File: config.mk
export PLATFORM = sky130hd
export DESIGN_NAME = pkt_fifo_drain
export DESIGN_NICKNAME = d
export VERILOG_FILES = /design/src/rtl/pkt_fifo_drain.sv
export SDC_FILE = /design/constraint.sdc
export NUM_CORES = 1
export LEC_CHECK = 0
export ABC_AREA = 1
export ABC_CLOCK_PERIOD_IN_PS = 1500
export BUFFER_PORTS_ARGS = -buffer_cell sky130_fd_sc_hd__buf_2
export CORE_MARGIN = 8
export CORE_UTILIZATION = 41
export DETAILED_ROUTE_END_ITERATION = 7
export HOLD_SLACK_MARGIN = 0.03
export PLACE_DENSITY = 0.86
export SLEW_MARGIN = 30
export SYNTH_ARGS = -nofsm -noshare
export SYNTH_HDL_FRONTEND = slang
export SYNTH_SLANG_ARGS = --single-unit
File: constraint.sdc
create_clock -name clk -period 1.5 [get_ports clk]
set_input_delay 0.075 -clock clk [delete_from_list [all_inputs] [get_ports clk]]
set_output_delay 0.075 -clock clk [all_outputs]
set_load 0.01 [all_outputs]
File: src/rtl/pkt_fifo_drain.sv
`default_nettype none
// ============================================================================
// Module   : pkt_fifo_drain
// Brief    : Read-side consumer for the 4-deep synchronous packet FIFO.
//            Pops one packet at a time, captures the registered FIFO output,
//            forwards packets addressed to PORT_ADDR or BCAST_ADDR on a
//            valid/ready port and drops the rest with a one-cycle pulse.
//            Optional statistics counters are built when the macro
//            PKT_DRAIN_STATS_EN is defined (adds stats_clr, pkt_cnt,
//            drop_cnt and parameter CNT_W).
// Revision : 1.0 - initial release
// ============================================================================
module pkt_fifo_drain #(
   parameter logic [7:0] PORT_ADDR  = 8'h01,
   parameter logic [7:0] BCAST_ADDR = 8'hFF
`ifdef PKT_DRAIN_STATS_EN
   ,
   parameter int unsigned CNT_W = 16
`endif
) (
   input  logic        clk,
   input  logic        rstp,
   input  logic        en,
   input  logic        fifo_emptyp,
   output logic        fifo_readp,
   input  logic [7:0]  fifo_src,
   input  logic [7:0]  fifo_dst,
   input  logic [31:0] fifo_data,
   output logic        out_valid,
   input  logic        out_ready,
   output logic [7:0]  out_src,
   output logic [7:0]  out_dst,
   output logic [31:0] out_data,
   output logic        drop_pulse,
   output logic        busy
`ifdef PKT_DRAIN_STATS_EN
   ,
   input  logic             stats_clr,
   output logic [CNT_W-1:0] pkt_cnt,
   output logic [CNT_W-1:0] drop_cnt
`endif
);

   typedef enum logic [1:0] {
      ST_IDLE = 2'd0,
      ST_READ = 2'd1,
      ST_CAPT = 2'd2,
      ST_OUT  = 2'd3
   } state_t;

   state_t      r_state;
   state_t      w_state_nxt;

   logic        r_fifo_readp;
   logic        r_out_valid;
   logic        r_busy;
   logic        r_drop_pulse;
   logic [7:0]  r_out_src;
   logic [7:0]  r_out_dst;
   logic [31:0] r_out_data;

   logic        w_accept;
   logic        w_handshake;
   logic        w_start_pop;
   logic        w_drop_evt;

   // Destination filter and event decode from the current state.
   assign w_accept    = (fifo_dst == PORT_ADDR) || (fifo_dst == BCAST_ADDR);
   assign w_handshake = (r_state == ST_OUT) && out_ready;
   assign w_start_pop = en && !fifo_emptyp;
   assign w_drop_evt  = (r_state == ST_CAPT) && !w_accept;

   // Next-state logic.
   always_comb begin
      w_state_nxt = r_state;
      case (r_state)
         ST_IDLE: begin
            if (w_start_pop) begin
               w_state_nxt = ST_READ;
            end
         end
         ST_READ: begin
            w_state_nxt = ST_CAPT;
         end
         ST_CAPT: begin
            w_state_nxt = w_accept ? ST_OUT : ST_IDLE;
         end
         ST_OUT: begin
            if (w_handshake) begin
               w_state_nxt = w_start_pop ? ST_READ : ST_IDLE;
            end
         end
         default: begin
            w_state_nxt = ST_IDLE;
         end
      endcase
   end

   // State register; strobes are registered from the next state so they are
   // driven straight from flops and cannot glitch.
   always_ff @(posedge clk or posedge rstp) begin
      if (rstp) begin
         r_state      <= ST_IDLE;
         r_fifo_readp <= 1'b0;
         r_out_valid  <= 1'b0;
         r_busy       <= 1'b0;
      end else begin
         r_state      <= w_state_nxt;
         r_fifo_readp <= (w_state_nxt == ST_READ);
         r_out_valid  <= (w_state_nxt == ST_OUT);
         r_busy       <= (w_state_nxt != ST_IDLE);
      end
   end

   // Capture the popped packet at the end of CAPT and flag rejected ones.
   always_ff @(posedge clk or posedge rstp) begin
      if (rstp) begin
         r_out_src    <= 8'h00;
         r_out_dst    <= 8'h00;
         r_out_data   <= 32'h0000_0000;
         r_drop_pulse <= 1'b0;
      end else begin
         r_drop_pulse <= w_drop_evt;
         if (r_state == ST_CAPT) begin
            r_out_src  <= fifo_src;
            r_out_dst  <= fifo_dst;
            r_out_data <= fifo_data;
         end
      end
   end

   assign fifo_readp = r_fifo_readp;
   assign out_valid  = r_out_valid;
   assign busy       = r_busy;
   assign drop_pulse = r_drop_pulse;
   assign out_src    = r_out_src;
   assign out_dst    = r_out_dst;
   assign out_data   = r_out_data;

`ifdef PKT_DRAIN_STATS_EN
   localparam logic [CNT_W-1:0] c_cnt_one = {{(CNT_W-1){1'b0}}, 1'b1};
   localparam logic [CNT_W-1:0] c_cnt_max = {CNT_W{1'b1}};

   logic [CNT_W-1:0] r_pkt_cnt;
   logic [CNT_W-1:0] r_drop_cnt;

   // Saturating statistics counters; a clear overrides a same-cycle count.
   always_ff @(posedge clk or posedge rstp) begin
      if (rstp) begin
         r_pkt_cnt  <= '0;
         r_drop_cnt <= '0;
      end else if (stats_clr) begin
         r_pkt_cnt  <= '0;
         r_drop_cnt <= '0;
      end else begin
         if (w_handshake && (r_pkt_cnt != c_cnt_max)) begin
            r_pkt_cnt <= r_pkt_cnt + c_cnt_one;
         end
         if (w_drop_evt && (r_drop_cnt != c_cnt_max)) begin
            r_drop_cnt <= r_drop_cnt + c_cnt_one;
         end
      end
   end

   assign pkt_cnt  = r_pkt_cnt;
   assign drop_cnt = r_drop_cnt;
`endif

endmodule
`default_nettype wire

==> impl_metrics.py, run 1 <==
metrics = {
    "critical_path": {
        "cp_data_required_time_ns": 1.73,
        "crit_fanout": 33,
        "cp-end-kind": "register",
        "criticalPathCategory": "reg -> reg",
        "worst-endpoint-arrival_ns": 1.56,
        "r2r_cells": 6,
        "cp-start-kind": "register",
    },
    "timing": {
        "fin_crit_ns": 1.33,
        "slew_viol_final": 0,
        "worstMarginPinSlew_ns": 0.429,
        "finalCritPeriodShare_pct": 88.8,
        "final_hold_viol_count": 0,
        "rsz0062_at_grt": "no",
        "skew_ns": 0.00496,
        "setup_violations": 0,
        "finalSetupTns_ns": 0,
        "maxSlewHeadroom_pct": 71.3,
        "setup_slack_ns": 0.168,
        "timing.fmax_ghz": 0.751,
    },
    "grt": {
        "grt.total_usage_pct": 16.5,
        "grt_first_pass_wirelength_mm": 10.0,
        "grt_pass1_vias": 2168,
        "grt_max_degree": 43,
        "antenna_found_initial": 0,
        "grt_overflow": 0,
    },
    "clock_tree": {
        "cts_buffer_depth": 2,
        "ctsResizeCount": 0,
        "clkLatencyLatePin_ns": 0.29,
        "path_clk_slew_ns": 0.08,
        "tritoncts": "built",
        "post_cts_buffers": 0,
        "root_buffer": "clkbuf_8",
        "h-tree-depth": 2,
        "cts.sinks": 54,
        "cts_buffers": 5,
    },
    "route": {
        "dr.first_iter.drc_count": 78,
        "vias_per_cell": 4.36,
        "ant_nets": 0,
        "post_drt_wl_per_cell_um": 13.2,
        "vias": 2006,
        "routed_wl_mm": 6.09,
        "dr.pass1.iters": 4,
        "route.detailed.drc": 0,
    },
    "floorplan": {
        "core_area_um2": 5040,
        "pin_count": 105,
        "die_h_um": 87.9,
        "initial_core_util_pct": 42.0,
        "die_w_um": 87.9,
        "rows": 26,
        "die-area_um2": 7720,
    },
    "placement": {
        "place_ws_ns": 0.164,
        "hpwl_mm": 4.08,
        "io_buffers": 104,
        "placed_area_um2": 2710,
        "gp_congestion": 0.812,
        "dp.cells": 411,
    },
    "hold_path": {
        "hold_path_class": "in -> reg",
        "hold_path_depth": 4,
    },
    "final_layout": {
        "n_antenna_cell": 0,
        "final_util_pct": 63.5,
        "nets": 443,
        "fin_area_um2": 3200,
        "drive_gt1_share_pct": 29.7,
        "area_growth_syn_to_layout_pct": 51.2,
        "layout.filler_cells": 407,
        "instances_no_fill": 460,
    },
    "synth": {
        "synth_area_per_cell_um2": 8.68,
        "synth_cells": 244,
        "synth-seq-cells": 54,
        "yosysSeqAreaShare_pct": 63.8,
        "syn_nets": 297,
        "syn_area_um2": 2120,
        "yosysWarnings": 0,
        "yosysUniqueCellTypes": 12,
    },
    "pwr": {
        "p_per_area_nw_per_um2": 1620,
        "vdd_drop_max_mv": 0.827,
        "cellLeakagePower_uw": 0.00187,
    },
    "run_status": {
        "status": "finished, final reports clean",
    },
    "job": {
        "max-cap-violations": 0,
    },
}
report_power, final:
| part | leakage (uW) | total (uW) | switching [uW] | internal (uW) |
|---|---|---|---|---|
| clock | 0.0000383 | 711 | 390 | 322 |
| combinational | 0.00115 | 2020 | 1180 | 847 |
| sequential | 0.000674 | 2460 | 361 | 2090 |
routing by layer:
| metal | part of all wire, % | up-vias | global-route usage, % |
|---|---|---|---|
| met5 | 0 | - | 0 |
| met4 | 0.26 | 0 | 3.28 |
| met3 | 7.2 | 2 | 5.25 |
| met2 | 53 | 74 | 30.9 |
| met1 | 40 | 917 | 17.5 |
| li1 | - | 1013 | - |
worst paths after layout:
| check | start | end | slack (ns) |
|---|---|---|---|
| hold / removal | out_ready | out_valid | 0.05 |
| hold reg to reg | out_data[2] | out_data[2] | 0.47 |
| max in group asynchronous | rstp | out_data[15] | 0.63 |
| setup / recovery | r_state[1] | out_data[16] | 0.17 |
| setup reg to reg | r_state[1] | out_data[16] | 0.17 |
| min in group asynchronous | rstp | out_dst[5] | 0.34 |
state kept, by name, indices dropped and copies added, names as in the netlist:
register    cells
busy            1
drop_pulse      1
fifo_readp      1
out_data       32
out_dst         8
out_src         8
out_valid       1
r_state         2
Yosys cell counts, drive strengths merged:
| cell type | count | area [um^2] |
|---|---|---|
| buf | 10 | 68.8 |
| inv | 14 | 52.6 |
| nand3 | 3 | 15.0 |
| nand2 | 147 | 552 |
| dfrtp | 54 | 1350 |
| nor2 | 7 | 33.8 |
| o21ai | 9 | 45.0 |
cells in the final DEF (no fill, tap or decap):
cell type      synthesis  routed
buf_12                 0       2
buf_2                  4     104
buf_4                  1       1
clkbuf_1               0       2
clkbuf_8               0       5
dfrtp_1               54      54
dlygate4sd3_1          0      42
inv_1                 12      11
inv_2                  2       3
nand2_1              147     147
nand3_1                3       3
nor2_1                 6       6
nor2_4                 1       1
o21ai_0                9       9
logic make-up after synthesis:
group                  Yosys count  share of synthesized area, %
buffers and inverters           24                          5.73
and+or+nand+nor                157                          28.4
AOI/OAI and AO/OA                9                          2.13
DFF                             54                          63.8
stage by stage:
stage	power [uW]	hold slack, ns
6_report	5190	0.0535
5_1_grt	5600	0.0598
4_1_cts	5270	0.0370
3_5_place_dp	4430	0.102
3_3_place_gp	4330	0.0900
2_1_floorplan	3480	0.192
layout make-up:
| type | instances | area (um^2) | share of cell area, % |
|---|---|---|---|
| Sequential cell | 54 | 1350 | 42.2 |
| Multi-Input combinational cell | 166 | 646 | 20.2 |
| Tap cell | 70 | 87.6 | 2.74 |
| Timing Repair Buffer | 149 | 988 | 30.9 |
| Clock buffer | 7 | 76.3 | 2.38 |
| Inverter | 14 | 52.6 | 1.64 |
critical path: stages, from the launching register on:
cell     delay [ns]
dfrtp_1        0.40
inv_2          0.09
nor2_4         0.04
inv_2          0.33
buf_12         0.23
nand2_1        0.09
nand2_1        0.08
repair_timing:
action,in CTS,in global routing
hold buffers,42,0
endpoints found under the hold margin,60,0
endpoints found under the setup margin,0,0
(Power assumes the default switching activity.)
==> run 2, diff against run 1 <==
- BUFFER_PORTS_ARGS: -buffer_cell sky130_fd_sc_hd__buf_2 -> -buffer_cell sky130_fd_sc_hd__buf_4
==> run 2 against run 1 <==
Effect of this change: clock-buffer cell count down 1; clock power up 14%; non-clock buffer count up 3; largest power group unchanged; final cell count up 0.87%; maximum frequency up 10%; setup slack better by 0.12 ns; routed wire length up 4.6%.
==> impl_metrics.py, run 2 (same netlist as run 1, synthesis figures left out) <==
metrics = {
    "floorplan": {
        "initial_core_util_pct": 42.0,
        "pin_count": 105,
        "die_h_um": 87.9,
        "die_w_um": 87.9,
        "rows": 26,
        "die-area_um2": 7720,
        "core_area_um2": 5040,
    },
    "final_layout": {
        "drive_gt1_share_pct": 30.7,
        "instances_no_fill": 464,
        "most-common-layout-cells": "nand2_1 (147), buf_4 (108), dfrtp_1 (54)",
        "area_growth_syn_to_layout_pct": 64.9,
        "nets": 446,
        "final_util_pct": 69.3,
        "layout_commonest_cell": "nand2_1",
        "largest_register_ffs": 32,
        "n_antenna_cell": 0,
    },
    "job": {
        "max-cap-violations": 0,
    },
    "clock_tree": {
        "cts.sinks": 54,
        "post_cts_buffers": 0,
        "path_clk_slew_ns": 0.09,
        "root_buffer": "clkbuf_8",
        "tritoncts": "built",
        "cts_buffers": 5,
        "cts_buffer_depth": 2,
        "h-tree-depth": 2,
        "clkLatencyLatePin_ns": 0.30,
    },
    "route": {
        "dr.first_iter.drc_count": 140,
        "routed_wl_mm": 6.37,
        "route.met3.wl_um": 451,
        "top_layer": "met4",
        "vias": 2028,
        "vias_per_cell": 4.37,
        "dr.pass1.iters": 4,
        "route.detailed.drc": 0,
        "wl_met1_mm": 2.54,
        "post_drt_wl_per_cell_um": 13.7,
        "dr_wl_met2_mm": 3.30,
        "ant_nets": 0,
    },
    "grt": {
        "grt_first_pass_wirelength_mm": 9.58,
        "grt_max_degree": 55,
        "grt_overflow": 0,
        "grt.total_usage_pct": 16.0,
        "antenna_found_initial": 0,
        "grt_pass1_vias": 2025,
    },
    "placement": {
        "io_buffers": 104,
        "gp_congestion": 0.806,
        "place_ws_ns": 0.292,
        "dp.cells": 413,
        "hpwl_mm": 4.16,
    },
    "timing": {
        "finalSetupTns_ns": 0,
        "slew_viol_final": 0,
        "setup_violations": 0,
        "maxSlewHeadroom_pct": 77.6,
        "timing.fmax_ghz": 0.827,
        "fin_crit_ns": 1.21,
        "rsz0062_at_grt": "no",
        "finalCritPeriodShare_pct": 80.6,
        "worstMarginPinSlew_ns": 0.333,
        "setup_slack_ns": 0.290,
        "skew_ns": 0.00383,
        "final_hold_viol_count": 0,
    },
    "critical_path": {
        "cpLargestDelayFamily": "flip-flops",
        "cpMostUsedCell": "nand3_1",
        "path_buf_inv": 2,
        "startpoint": "r_state[0]",
        "cp.depth": 5,
        "cp_data_required_time_ns": 1.68,
        "slowest_stage": "dfrtp_1",
        "worst-endpoint-arrival_ns": 1.39,
        "r2r_start": "r_state[0]",
        "r2r_cells": 5,
        "crit_fanout": 26,
        "worst_path_largest_cell_delay_ns": 0.44,
        "worstPathCellList": "nor2_4 > inv_2 > buf_4 > nand3_1 > nand3_1",
        "cp-end-kind": "register",
        "cp-start-kind": "register",
        "criticalPathCategory": "reg -> reg",
    },
    "pwr": {
        "vdd_drop_max_mv": 0.819,
        "cellLeakagePower_uw": 0.00196,
        "p_per_area_nw_per_um2": 1630,
        "total_power_uw": 5700,
    },
    "hold_path": {
        "hp-start": "fifo_dst[4]",
        "hold_path_class": "in -> reg",
        "hold_path_depth": 3,
    },
    "run_status": {
        "status": "finished, final reports clean",
    },
}
run 2: area by class of cell:
type,count,area [um^2]
flip-flops and latches,54,1350
repair buffers,152,1260
inverters,14,52.6
fillers,399,1550
clock buffers,6,82.6
clock inverters,2,12.5
well taps,70,87.6
multi-input cells,166,646
run 2: final timing paths:
check / to / slack [ns]
max in group asynchronous: out_dst[5] / 0.89
hold / removal: out_dst[4] / 0.07
setup reg to reg: busy / 0.29
setup / recovery: busy / 0.29
hold reg to reg: out_src[5] / 0.48
min in group asynchronous: out_data[29] / 0.39
run 2: report_power, final:
part,leakage (uW),internal (uW),switching (uW)
clock,0.0000472,371,438
sequential,0.000674,2090,366
combinational,0.00123,1220,1220
run 2: worst register-to-register path, stage by stage (launching register included):
cell	delay (ns)
dfrtp_1	0.44
nor2_4	0.15
inv_2	0.04
buf_4	0.21
nand3_1	0.17
nand3_1	0.09
run 2: metal layers:
metal | GRT usage, % | vias to the layer above
li1 | - | 1022
met1 | 17.8 | 912
met2 | 28.0 | 86
met3 | 5.35 | 8
met4 | 5.00 | 0
met5 | 0 | -
run 2: metrics by stage:
| step | area (um^2) | hold slack [ns] |
|---|---|---|
| 6_report | 3490 | 0.0680 |
| 5_1_grt | 3490 | 0.0669 |
| 4_1_cts | 3490 | 0.0571 |
| 3_5_place_dp | 2970 | 0.157 |
| 3_3_place_gp | 2970 | 0.150 |
| 2_1_floorplan | 2120 | 0.192 |
run 2: what timing repair did:
item,CTS,global route
hold endpoints to repair,96,0
resized for setup,0,0
hold buffers,43,0
==> run 3, diff against run 2 <==
- ABC_AREA: 1 -> 0
- ABC_CLOCK_PERIOD_IN_PS: 1500 -> 1100
- CORE_UTILIZATION: 41 -> 42
- PLACE_DENSITY: 0.86 -> 0.85
- clock period: 1.5 -> 1.1 ns (I/O delays scaled with it)
==> run 3 against run 2 <==
Effect of this change: the flow now finishes with violations (setup timing); final cell count shrank 20%; largest cell class is now non-clock buffers; power up 83%; critical path type unchanged; sequential power up 47%; synthesized area is 10% higher; critical endpoint is now out_data[21].
==> impl_metrics.py, run 3 <==
metrics = {
    "run_status": {
        "status": "complete, but fails checks",
        "failed_checks": "setup timing",
    },
    "synth": {
        "synth_top_cell_by_area": "dfrtp_1",
        "yosysUniqueCellTypes": 21,
        "synth-seq-cells": 54,
        "ys.flop_type": "dfrtp_1",
        "yosysWarnings": 0,
        "ys_async_sr_fraction_pct": 100,
        "ys_top_cells_by_count": "dfrtp_1 (54), mux2_4 (48), buf_12 (5), nand2_1 (5), nor2_1 (4)",
        "synth_top_area_share_pct": 57.9,
        "synth_edf_count": 0,
        "yosysMostFrequentCell": "dfrtp_1",
        "syn_area_um2": 2330,
        "synth.area.top_cells": "dfrtp_1 (58%), mux2_4 (31%), buf_12 (4.3%), nand2_1 (0.80%), nor2_1 (0.64%)",
        "yosysSeqAreaShare_pct": 57.9,
        "synth_cells": 134,
        "synth_area_per_cell_um2": 17.4,
        "syn_nets": 187,
    },
    "critical_path": {
        "cp-start-kind": "register",
        "rr_endpoint": "out_data[21]",
        "crit_fanout": 14,
        "cp_data_required_time_ns": 1.28,
        "cp-endpoint": "out_data[21]",
        "criticalPathCategory": "reg -> reg",
        "cp-end-kind": "register",
        "worst-endpoint-arrival_ns": 1.47,
        "r2r_start": "r_state[0]",
        "r2r_cells": 4,
        "r2r_slack_ns": -0.19,
        "startpoint": "r_state[0]",
    },
    "route": {
        "ant_nets": 0,
        "route.detailed.drc": 0,
        "wl_met1_mm": 2.50,
        "dr_wl_met2_mm": 3.50,
        "post_drt_wl_per_cell_um": 17.6,
        "dr.pass1.iters": 4,
        "top_layer": "met4",
        "dr.first_iter.drc_count": 94,
        "vias": 1712,
        "route.met3.wl_um": 463,
        "routed_wl_mm": 6.57,
        "vias_per_cell": 4.59,
    },
    "floorplan": {
        "rows": 27,
        "die-area_um2": 8190,
        "initial_core_util_pct": 42.9,
        "pin_count": 105,
        "die_w_um": 90.5,
        "die_h_um": 90.5,
        "core_area_um2": 5440,
    },
    "grt": {
        "grt_pass1_vias": 2028,
        "grt.total_usage_pct": 16.1,
        "grt_overflow": 0,
        "grt_first_pass_wirelength_mm": 10.5,
        "antenna_found_initial": 1,
        "grt_max_degree": 55,
    },
    "timing": {
        "maxSlewHeadroom_pct": 80.5,
        "fin_crit_ns": 1.29,
        "setup_slack_ns": -0.191,
        "final_hold_viol_count": 0,
        "finalCritPeriodShare_pct": 117,
        "rsz0062_at_grt": "yes",
        "timing.fmax_ghz": 0.774,
        "worstMarginPinSlew_ns": 0.293,
        "skew_ns": 0.00928,
        "slew_viol_final": 0,
        "setup_violations": 53,
    },
    "clock_tree": {
        "root_buffer": "clkbuf_8",
        "cts_buffer_depth": 2,
        "h-tree-depth": 2,
        "clkLatencyLatePin_ns": 0.30,
        "path_clk_slew_ns": 0.09,
        "cts_buffers": 5,
        "tritoncts": "built",
        "cts.sinks": 54,
    },
    "placement": {
        "io_buffers": 104,
        "dp.cells": 310,
        "hpwl_mm": 4.07,
        "gp_congestion": 0.681,
        "place_ws_ns": -0.201,
    },
    "final_layout": {
        "instances_no_fill": 373,
        "layout.filler_cells": 341,
        "regArea_um2": 1350,
        "drive_gt1_share_pct": 58.0,
        "area_growth_syn_to_layout_pct": 65.9,
        "multiInputGateArea_um2": 871,
        "most-common-layout-cells": "buf_4 (108), dfrtp_1 (54), dlygate4sd3_1 (50)",
        "largest_register_ffs": 32,
        "layout_commonest_cell": "buf_4",
        "nets": 352,
    },
    "pwr": {
        "p_per_area_nw_per_um2": 2700,
        "vdd_drop_max_mv": 1.58,
        "cellLeakagePower_uw": 0.00190,
    },
    "job": {
        "max-cap-violations": 0,
    },
    "hold_path": {
        "hold_path_class": "in -> reg",
    },
}
-- run 3: cell count changes in the layout (fill, tap and decap cells not counted), moves of 2 or more --
| cell | delta |
|---|---|
| o21ai_1 | +3 |
| dlygate4sd3_1 | +7 |
| nand3_1 | -2 |
| nand4_1 | +2 |
| o21ai_0 | -9 |
| inv_1 | -11 |
| nand2_1 | -142 |
| inv_2 | -3 |
| buf_12 | +4 |
| mux2_4 | +48 |
| nor2_1 | -2 |
-- run 3: through the flow --
step / setup TNS (ns) / area, um^2 / power [uW] / hold slack, ns / util [%]
final: -8.28 / 3870 / 10400 / 0.0762 / 71.2
after global routing: -10.64 / 3870 / 11000 / 0.0784 / 71.2
after CTS: -8.32 / 3870 / 10500 / 0.0591 / 71.1
after detailed placement: -8.68 / 3200 / 8750 / 0.161 / 58.8
after global placement: -6.92 / 3200 / 8620 / 0.151 / 58.8
after floorplan: -7.65 / 2340 / 6740 / 0.123 / -
-- run 3: worst min-delay path by stage --
stage / from / to / slack (ns) / cells after the start
floorplan: rstp / busy / 0.12 / 1
global placement: rstp / out_data[23] / 0.15 / 3
detailed placement: rstp / out_data[21] / 0.16 / 3
CTS: fifo_emptyp / fifo_readp / 0.06 / 3
global route: fifo_emptyp / fifo_readp / 0.08 / 3
finish: fifo_emptyp / fifo_readp / 0.08 / 3
-- run 3: worst max-delay path: stages, from the launching register on --
cell and delay (ns):
dfrtp_1 0.42, nor2b_4 0.15, buf_12 0.13, buf_12 0.16, mux2_4 0.31
-- run 3: layout make-up --
type                    instances  share of cell area, %
diodes                          1                 0.0647
multi-input cells              73                   22.5
clock inverters                 3                   1.03
repair buffers                164                   37.2
inverters                       1                  0.194
clock buffers                   5                   1.78
well taps                      72                   2.33
flip-flops and latches         54                   34.9
-- run 3: logic make-up after synthesis --
group	share of synthesized area, %
AOI/OAI and AO/OA	1.56
buffers and inverters	4.94
DFF	57.9
muxes	30.9
and+or+nand+nor	4.67
-- run 3: routing by layer --
metal,GRT usage (%),up-vias
met5,0,-
met4,4.72,0
met3,6.32,8
met2,28.9,65
met1,16.8,844
li1,-,795
-- run 3: repair_timing --
item,4_1_cts,5_1_grt
endpoints found under the setup margin,52,54
gates cloned,1,0
buffers inserted,3,0
resized for setup,2,0
hold endpoints to repair,104,0
hold buffers,50,0
pin swaps,0,0
-- run 3: power by group --
group,leakage (uW),switching [uW],internal [uW],total [uW]
logic,0.00120,1970,3570,5530
clock network,0.0000579,618,671,1290
registers,0.000643,628,2990,3620
total,0.00190,3210,7230,10400
